### config.mk
export PLATFORM = sky130hd
export DESIGN_NAME = trigger_multi
export DESIGN_NICKNAME = d
export VERILOG_FILES = /design/src/rtl/trigger_multi.sv
export SDC_FILE = /design/constraint.sdc
export NUM_CORES = 1
export LEC_CHECK = 0
export CAP_MARGIN = 20
export CORE_ASPECT_RATIO = 1.5
export CORE_MARGIN = 2
export CORE_UTILIZATION = 50
export CTS_BUF_LIST = sky130_fd_sc_hd__clkbuf_4 sky130_fd_sc_hd__clkbuf_8
export DETAILED_ROUTE_END_ITERATION = 6
export PLACE_DENSITY = 0.75
export SYNTH_ARGS = -nofsm -noshare
export SYNTH_HDL_FRONTEND = slang
export SYNTH_SLANG_ARGS = --single-unit
export TNS_END_PERCENT = 10
### constraint.sdc
create_clock -name CLK -period 4.2 [get_ports CLK]
set_input_delay 0.84 -clock CLK [delete_from_list [all_inputs] [get_ports CLK]]
set_output_delay 0.84 -clock CLK [all_outputs]
set_load 0.02 [all_outputs]
### src/rtl/trigger_multi.sv
// Multi-channel scope trigger: picks one sample channel, detects edge/window/external/free-run events,
// then runs qualification, auto timeout and post-trigger counting ahead of sample-memory write control.
module trigger_multi #(
    parameter int DATA_W = 8,
    parameter int NCH    = 2,
    parameter int CNT_W  = 8,
    parameter int POST_W = 16,
    parameter int ADDR_W = 16,
    parameter int AUTO_W = 20,
    localparam int SEL_W = (NCH > 1) ? $clog2(NCH) : 1
) (
    input  logic                  CLK,
    input  logic                  nRESET,
    input  logic                  CLK_EN,
    input  logic                  ARM,
    input  logic [NCH*DATA_W-1:0] DATA_IN,
    input  logic [SEL_W-1:0]      SRC_SEL,
    input  logic                  LA_TRIGG_IN,
    input  logic [2:0]            MODE,
    input  logic [DATA_W-1:0]     LEVEL_UP,
    input  logic [DATA_W-1:0]     LEVEL_DOWN,
    input  logic [CNT_W-1:0]      QUAL_LEN,
    input  logic [POST_W-1:0]     POST_CNT,
    input  logic                  AUTO_EN,
    input  logic [AUTO_W-1:0]     AUTO_TIMEOUT,
    output logic                  SYNC_STATE_OUT,
    output logic                  TRIG_OUT,
    output logic                  TRIG_PULSE,
    output logic                  TRIG_AUTO,
    output logic [ADDR_W-1:0]     TRIG_INDEX,
    output logic                  BUSY,
    output logic                  DONE,
    output logic [2:0]            STATE
);

    typedef enum logic [2:0] {
        S_IDLE = 3'd0,
        S_QUAL = 3'd1,
        S_WAIT = 3'd2,
        S_POST = 3'd3,
        S_DONE = 3'd4
    } state_t;

    state_t              r_state;
    logic [2:0]          r_mode;
    logic [SEL_W-1:0]    r_sel;
    logic [CNT_W-1:0]    r_qual_len;
    logic [POST_W-1:0]   r_post_len;
    logic                r_auto_en;
    logic [CNT_W-1:0]    r_qual_cnt;
    logic [POST_W-1:0]   r_post_cnt;
    logic [AUTO_W-1:0]   r_auto_cnt;
    logic [ADDR_W-1:0]   r_sample_cnt;
    logic                r_trig_out;
    logic                r_trig_pulse;
    logic                r_trig_auto;
    logic [ADDR_W-1:0]   r_trig_index;
    logic                r_busy;
    logic                r_done;

    logic [2:0]          w_mode;
    logic [SEL_W-1:0]    w_sel;
    logic [DATA_W-1:0]   w_sample;
    logic                w_above;
    logic                w_below;
    logic                w_inside;
    logic                w_p;
    logic                w_e;
    logic                w_free;
    logic                w_ext;
    logic                w_hunting;
    logic                w_real;
    logic                w_auto;

    function automatic logic [AUTO_W-1:0] sat_dec(input logic [AUTO_W-1:0] v);
        return (v == '0) ? v : v - 1'b1;
    endfunction

    // While idle the debug precondition follows the live configuration; once armed it uses the latched one.
    assign w_mode = (r_state == S_IDLE) ? MODE    : r_mode;
    assign w_sel  = (r_state == S_IDLE) ? SRC_SEL : r_sel;

    always_comb begin
        w_sample = DATA_IN[DATA_W-1:0];
        for (int c = 1; c < NCH; c++) begin
            if (int'(w_sel) == c) begin
                w_sample = DATA_IN[c*DATA_W +: DATA_W];
            end
        end
    end

    assign w_above  = (w_sample > LEVEL_UP);
    assign w_below  = (w_sample < LEVEL_DOWN);
    assign w_inside = (w_sample > LEVEL_DOWN) && (w_sample < LEVEL_UP);

    always_comb begin
        w_p = 1'b0;
        w_e = 1'b0;
        case (w_mode)
            3'd1: begin
                w_p = w_below;
                w_e = w_above;
            end
            3'd2: begin
                w_p = w_above;
                w_e = w_below;
            end
            3'd3: begin
                w_p = !w_inside;
                w_e = w_inside;
            end
            3'd4: begin
                w_p = w_inside;
                w_e = !w_inside;
            end
            default: begin
                w_p = 1'b0;
                w_e = 1'b0;
            end
        endcase
    end

    assign w_free    = (w_mode == 3'd0) || (w_mode[2:1] == 2'b11);
    assign w_ext     = (w_mode == 3'd5);
    assign w_hunting = (r_state == S_QUAL) || (r_state == S_WAIT);

    // A real trigger always beats the timeout when both land on the same sample.
    assign w_real = ((r_state == S_QUAL) && (w_free || (w_ext && LA_TRIGG_IN))) ||
                    ((r_state == S_WAIT) && w_e);
    assign w_auto = w_hunting && r_auto_en && (r_auto_cnt == '0);

    always_ff @(posedge CLK) begin
        if (!nRESET) begin
            r_state      <= S_IDLE;
            r_mode       <= '0;
            r_sel        <= '0;
            r_qual_len   <= '0;
            r_post_len   <= '0;
            r_auto_en    <= 1'b0;
            r_qual_cnt   <= '0;
            r_post_cnt   <= '0;
            r_auto_cnt   <= '0;
            r_sample_cnt <= '0;
            r_trig_out   <= 1'b0;
            r_trig_pulse <= 1'b0;
            r_trig_auto  <= 1'b0;
            r_trig_index <= '0;
            r_busy       <= 1'b0;
            r_done       <= 1'b0;
        end else begin
            r_trig_pulse <= 1'b0;
            if (!ARM) begin
                r_state      <= S_IDLE;
                r_trig_out   <= 1'b0;
                r_trig_auto  <= 1'b0;
                r_trig_index <= '0;
                r_busy       <= 1'b0;
                r_done       <= 1'b0;
            end else begin
                case (r_state)
                    S_IDLE: begin
                        r_state      <= S_QUAL;
                        r_mode       <= MODE;
                        r_sel        <= SRC_SEL;
                        r_qual_len   <= QUAL_LEN;
                        r_post_len   <= POST_CNT;
                        r_auto_en    <= AUTO_EN;
                        r_qual_cnt   <= QUAL_LEN;
                        r_auto_cnt   <= AUTO_TIMEOUT;
                        r_sample_cnt <= '0;
                        r_busy       <= 1'b1;
                    end
                    S_QUAL, S_WAIT: begin
                        if (CLK_EN) begin
                            r_sample_cnt <= r_sample_cnt + 1'b1;
                            r_auto_cnt   <= sat_dec(r_auto_cnt);
                            if (w_real || w_auto) begin
                                r_state      <= S_POST;
                                r_trig_out   <= 1'b1;
                                r_trig_pulse <= 1'b1;
                                r_trig_auto  <= !w_real;
                                r_trig_index <= r_sample_cnt;
                                r_post_cnt   <= r_post_len;
                            end else if (r_state == S_QUAL) begin
                                // Precondition must hold for QUAL_LEN+1 consecutive samples.
                                if (!w_p) begin
                                    r_qual_cnt <= r_qual_len;
                                end else if (r_qual_cnt == '0) begin
                                    r_state <= S_WAIT;
                                end else begin
                                    r_qual_cnt <= r_qual_cnt - 1'b1;
                                end
                            end
                        end
                    end
                    S_POST: begin
                        if (CLK_EN) begin
                            r_sample_cnt <= r_sample_cnt + 1'b1;
                            if (r_post_cnt == '0) begin
                                r_state <= S_DONE;
                                r_busy  <= 1'b0;
                                r_done  <= 1'b1;
                            end else begin
                                r_post_cnt <= r_post_cnt - 1'b1;
                            end
                        end
                    end
                    S_DONE: begin
                        r_state <= S_DONE;
                    end
                    default: begin
                        r_state <= S_IDLE;
                        r_busy  <= 1'b0;
                        r_done  <= 1'b0;
                    end
                endcase
            end
        end
    end

    assign SYNC_STATE_OUT = w_p;
    assign TRIG_OUT       = r_trig_out;
    assign TRIG_PULSE     = r_trig_pulse;
    assign TRIG_AUTO      = r_trig_auto;
    assign TRIG_INDEX     = r_trig_index;
    assign BUSY           = r_busy;
    assign DONE           = r_done;
    assign STATE          = r_state;

endmodule

==> impl_metrics.yaml <==
outcome:
  status: "finished, violations left"
  violations: "setup timing"
clock_network:
  cts_tree: "done"
  worstSkewPairLatency_ns: 0.43
  h-tree-depth: 4
  cts_hold_buf: 0
  cts_made_buffers: 17
  cts_root_buf: "clkbuf_8"
  clk_pin_slew_worst_paths_ns: 0.07
  cts_sinks: 113
  cts_max_path_buffers: 2
logic_synthesis:
  synth_common_cells: "132 x nand2_1, 113 x dfxtp_1, 86 x a21oi_1"
  async_flop_share: 0
  syn_nets: 934
  ys_seq_area_frac: 0.356
  yosysTopAreaCellShare: 0.356
  synth.most_common_cell: "nand2_1"
  ys.flop_type: "dfxtp_1"
  synth-edff-count: 0
  ys_ff_latch: 113
  yosys-top-cells-area: "dfxtp_1 36%, nand2_1 7.8%, a21oi_1 6.8%"
  synthesis.instances: 827
  ys_warn_count: 0
  yosysTopAreaCell: "dfxtp_1"
  synth_area_um2: 6350
  ys_types: 68
  avgSynthCellArea_um2: 7.68
power_and_ir_drop:
  power.internal_mw: 1.88
  p_per_area_nw_per_um2: 334
  p_switching_uw: 858
  p_leak_nw: 3.12
  p_clk_frac: 0.338
  fin_total_pwr_mw: 2.74
  ir_worst_vdd_mv: 0.237
  seq_power_share: 0.426
  p_comb_frac: 0.235
  switching_share: 0.313
floorplanning:
  die_area_um2: 13600
  die_h_um: 142
  ios: 111
  core_um2: 12400
  die_w_um: 96.0
  start_util: 0.510
  std_cell_rows: 50
timing:
  rsz0062_at_grt: "yes"
  setup_tns_ns: -0.229
  clock_skew_ns: 0.00895
  hold_violations: 0
  setup_viol: 1
  worst_slew_pin_slew_ns: 1.06
  final.min_clock_period_ns: 4.43
  max_slew_margin: 0.296
  setup_ws_ns: -0.229
  maxSlewViolCount: 0
  fin_crit_sh: 1.05
  maxClockFrequency_ghz: 0.226
final_layout:
  drive_above_1_share: 0.125
  fin_nets: 1042
  fin_area_um2: 8200
  final_util: 0.659
  diodes: 0
  syn_to_final_growth_pct: 29.1
global_routing:
  antenna_found_initial: 0
  grt_overflow_total: 0
  grt_pass1_vias: 6572
  grt_max_degree: 47
  grt_usage: 0.262
  grt_pass1_wl_um: 29000
setup_path:
  worst_path_max_delay_cell: "or4_4"
  cp.required_ns: 3.36
  crit_path_max_incr_delay_ns: 0.52
  rr_worst_depth: 14
  worst_setup_path_start_kind: "flip-flop"
  crit_path_max_fanout: 8
  path_cells: "nor3_4 > mux2i_4 > buf_12 > buf_6 > mux2_4 > ha_4 > nand2_2 > or4_4 > o211a_1 > or4_4 > buf_6"
  path_class: "reg -> out"
  endpoint_kind: "primary output"
  cp.arrival_ns: 3.59
drt:
  drcViolationCount: 0
  routed_wl_um: 17500
  drt_iter0_drc: 277
  wl_per_cell_um: 15.9
  dr.pass1.iters: 5
  ant_nets: 0
  vias: 6562
  post_drt_via_cell_ratio: 5.95
place:
  numPortBuffers: 110
  hpwl_um: 12500
  placed_area_um2: 7690
  dpl_worst_slack_ns: -0.804
  gp_congestion: 0.860
worst_hold_path:
  hold_depth: 2
  hp-class: "reg -> reg"
job:
  max_cap_viol_count: 0
==> area by class of cell <==
cell class	count	area (um^2)
fill	1049	4250
multi-input combinational	632	3920
sequential	113	2260
timing repair buffer	139	1350
clock buffer	17	234
tap	156	195
inverter	32	120
clock inverter	13	118
==> critical path, delay by kind of cell (launching register included) <==
| family | cells | cell delay [ns] |
|---|---|---|
| flip-flops | 1 | 0.34 |
| multiplexers | 2 | 0.62 |
| AO/OA/AOI/OAI | 1 | 0.15 |
| adder cells (fa/ha/maj) | 1 | 0.28 |
| AND/OR/NAND/NOR | 4 | 1.37 |
| buffers and inverters | 3 | 0.41 |
==> placed cells by master (no fill, tap or decap), types with 6 or more instances in the layout <==
master           instances
dfxtp_1                111
nor3_1                  22
xor2_1                   9
nand2_1                128
o41ai_1                  7
o211ai_1                11
mux2i_1                 10
nor3b_1                  6
clkbuf_8                17
inv_1                   31
buf_4                   26
a31oi_1                 22
clkdlybuf4s50_1        108
o21ai_0                 46
a31o_2                  10
nor4_1                   6
o211a_1                  7
nand2b_1                 6
nor2_1                  71
a21oi_1                 86
or3_1                    6
ha_1                    16
mux2_4                   7
xnor2_1                 11
a21o_1                   6
nand3_1                 31
nand4_1                  9
o221a_2                  7
==> worst paths after layout <==
kind                                 from        endpoint  slack [ns]
worst max register to register   STATE[1]   r_post_cnt[8]        0.24
worst min-delay path            r_auto_en       r_auto_en        0.46
worst min register to register  r_auto_en       r_auto_en        0.46
worst max-delay path             STATE[1]  SYNC_STATE_OUT       -0.23
==> sequential cells by signal, summed over array words and instances (netlist names), 3 cells and up <==
signal        flops
r_post_cnt       16
STATE             3
r_auto_cnt       20
r_post_len       16
r_qual_cnt        8
TRIG_INDEX       16
r_qual_len        8
r_sample_cnt     16
r_mode            3
==> power by group through the flow <==
stage | logic, mW | clock network (mW) | registers, mW
global placement | 0.583 | 0 | 1.19
CTS | 0.622 | 0.939 | 1.17
floorplan | 0.391 | 0 | 1.18
finish | 0.645 | 0.927 | 1.17
global route | 0.711 | 0.986 | 1.17
detailed placement | 0.600 | 0 | 1.19
==> layer usage <==
metal / vias to the layer above / wire, um / track usage
li1: 3194 / - / -
met1: 3141 / 6800 / 0.277
met2: 197 / 9500 / 0.495
met3: 30 / 882 / 0.0514
met4: 0 / 329 / 0.0970
met5: - / 0 / 0
==> per-stage QoR <==
step	cells	hold slack [ns]
2_1_floorplan	827	0.432
3_3_place_gp	1069	0.443
3_5_place_dp	1069	0.447
4_1_cts	1101	0.457
5_1_grt	1102	0.473
6_report	1102	0.455
==> cells by family (layout without fill, tap and decap cells) <==
| logic type | count (synthesis) | after routing | synth area share |
|---|---|---|---|
| multiplexers | 20 | 20 | 0.0333 |
| flip-flops | 113 | 113 | 0.356 |
| buffers and inverters | 82 | 201 | 0.0518 |
| adder cells (fa/ha/maj) | 22 | 22 | 0.0429 |
| AO/OA/AOI/OAI | 252 | 252 | 0.257 |
| XOR/XNOR | 20 | 20 | 0.0276 |
| AND/OR/NAND/NOR | 318 | 318 | 0.231 |
==> repair_timing <==
item,in CTS,in global routing
buffers inserted,2,2
gates resized for setup,21,12
setup endpoints to repair,1,1
endpoints found under the hold margin,0,0
pin swaps,5,5
(Power assumes the default switching activity.)
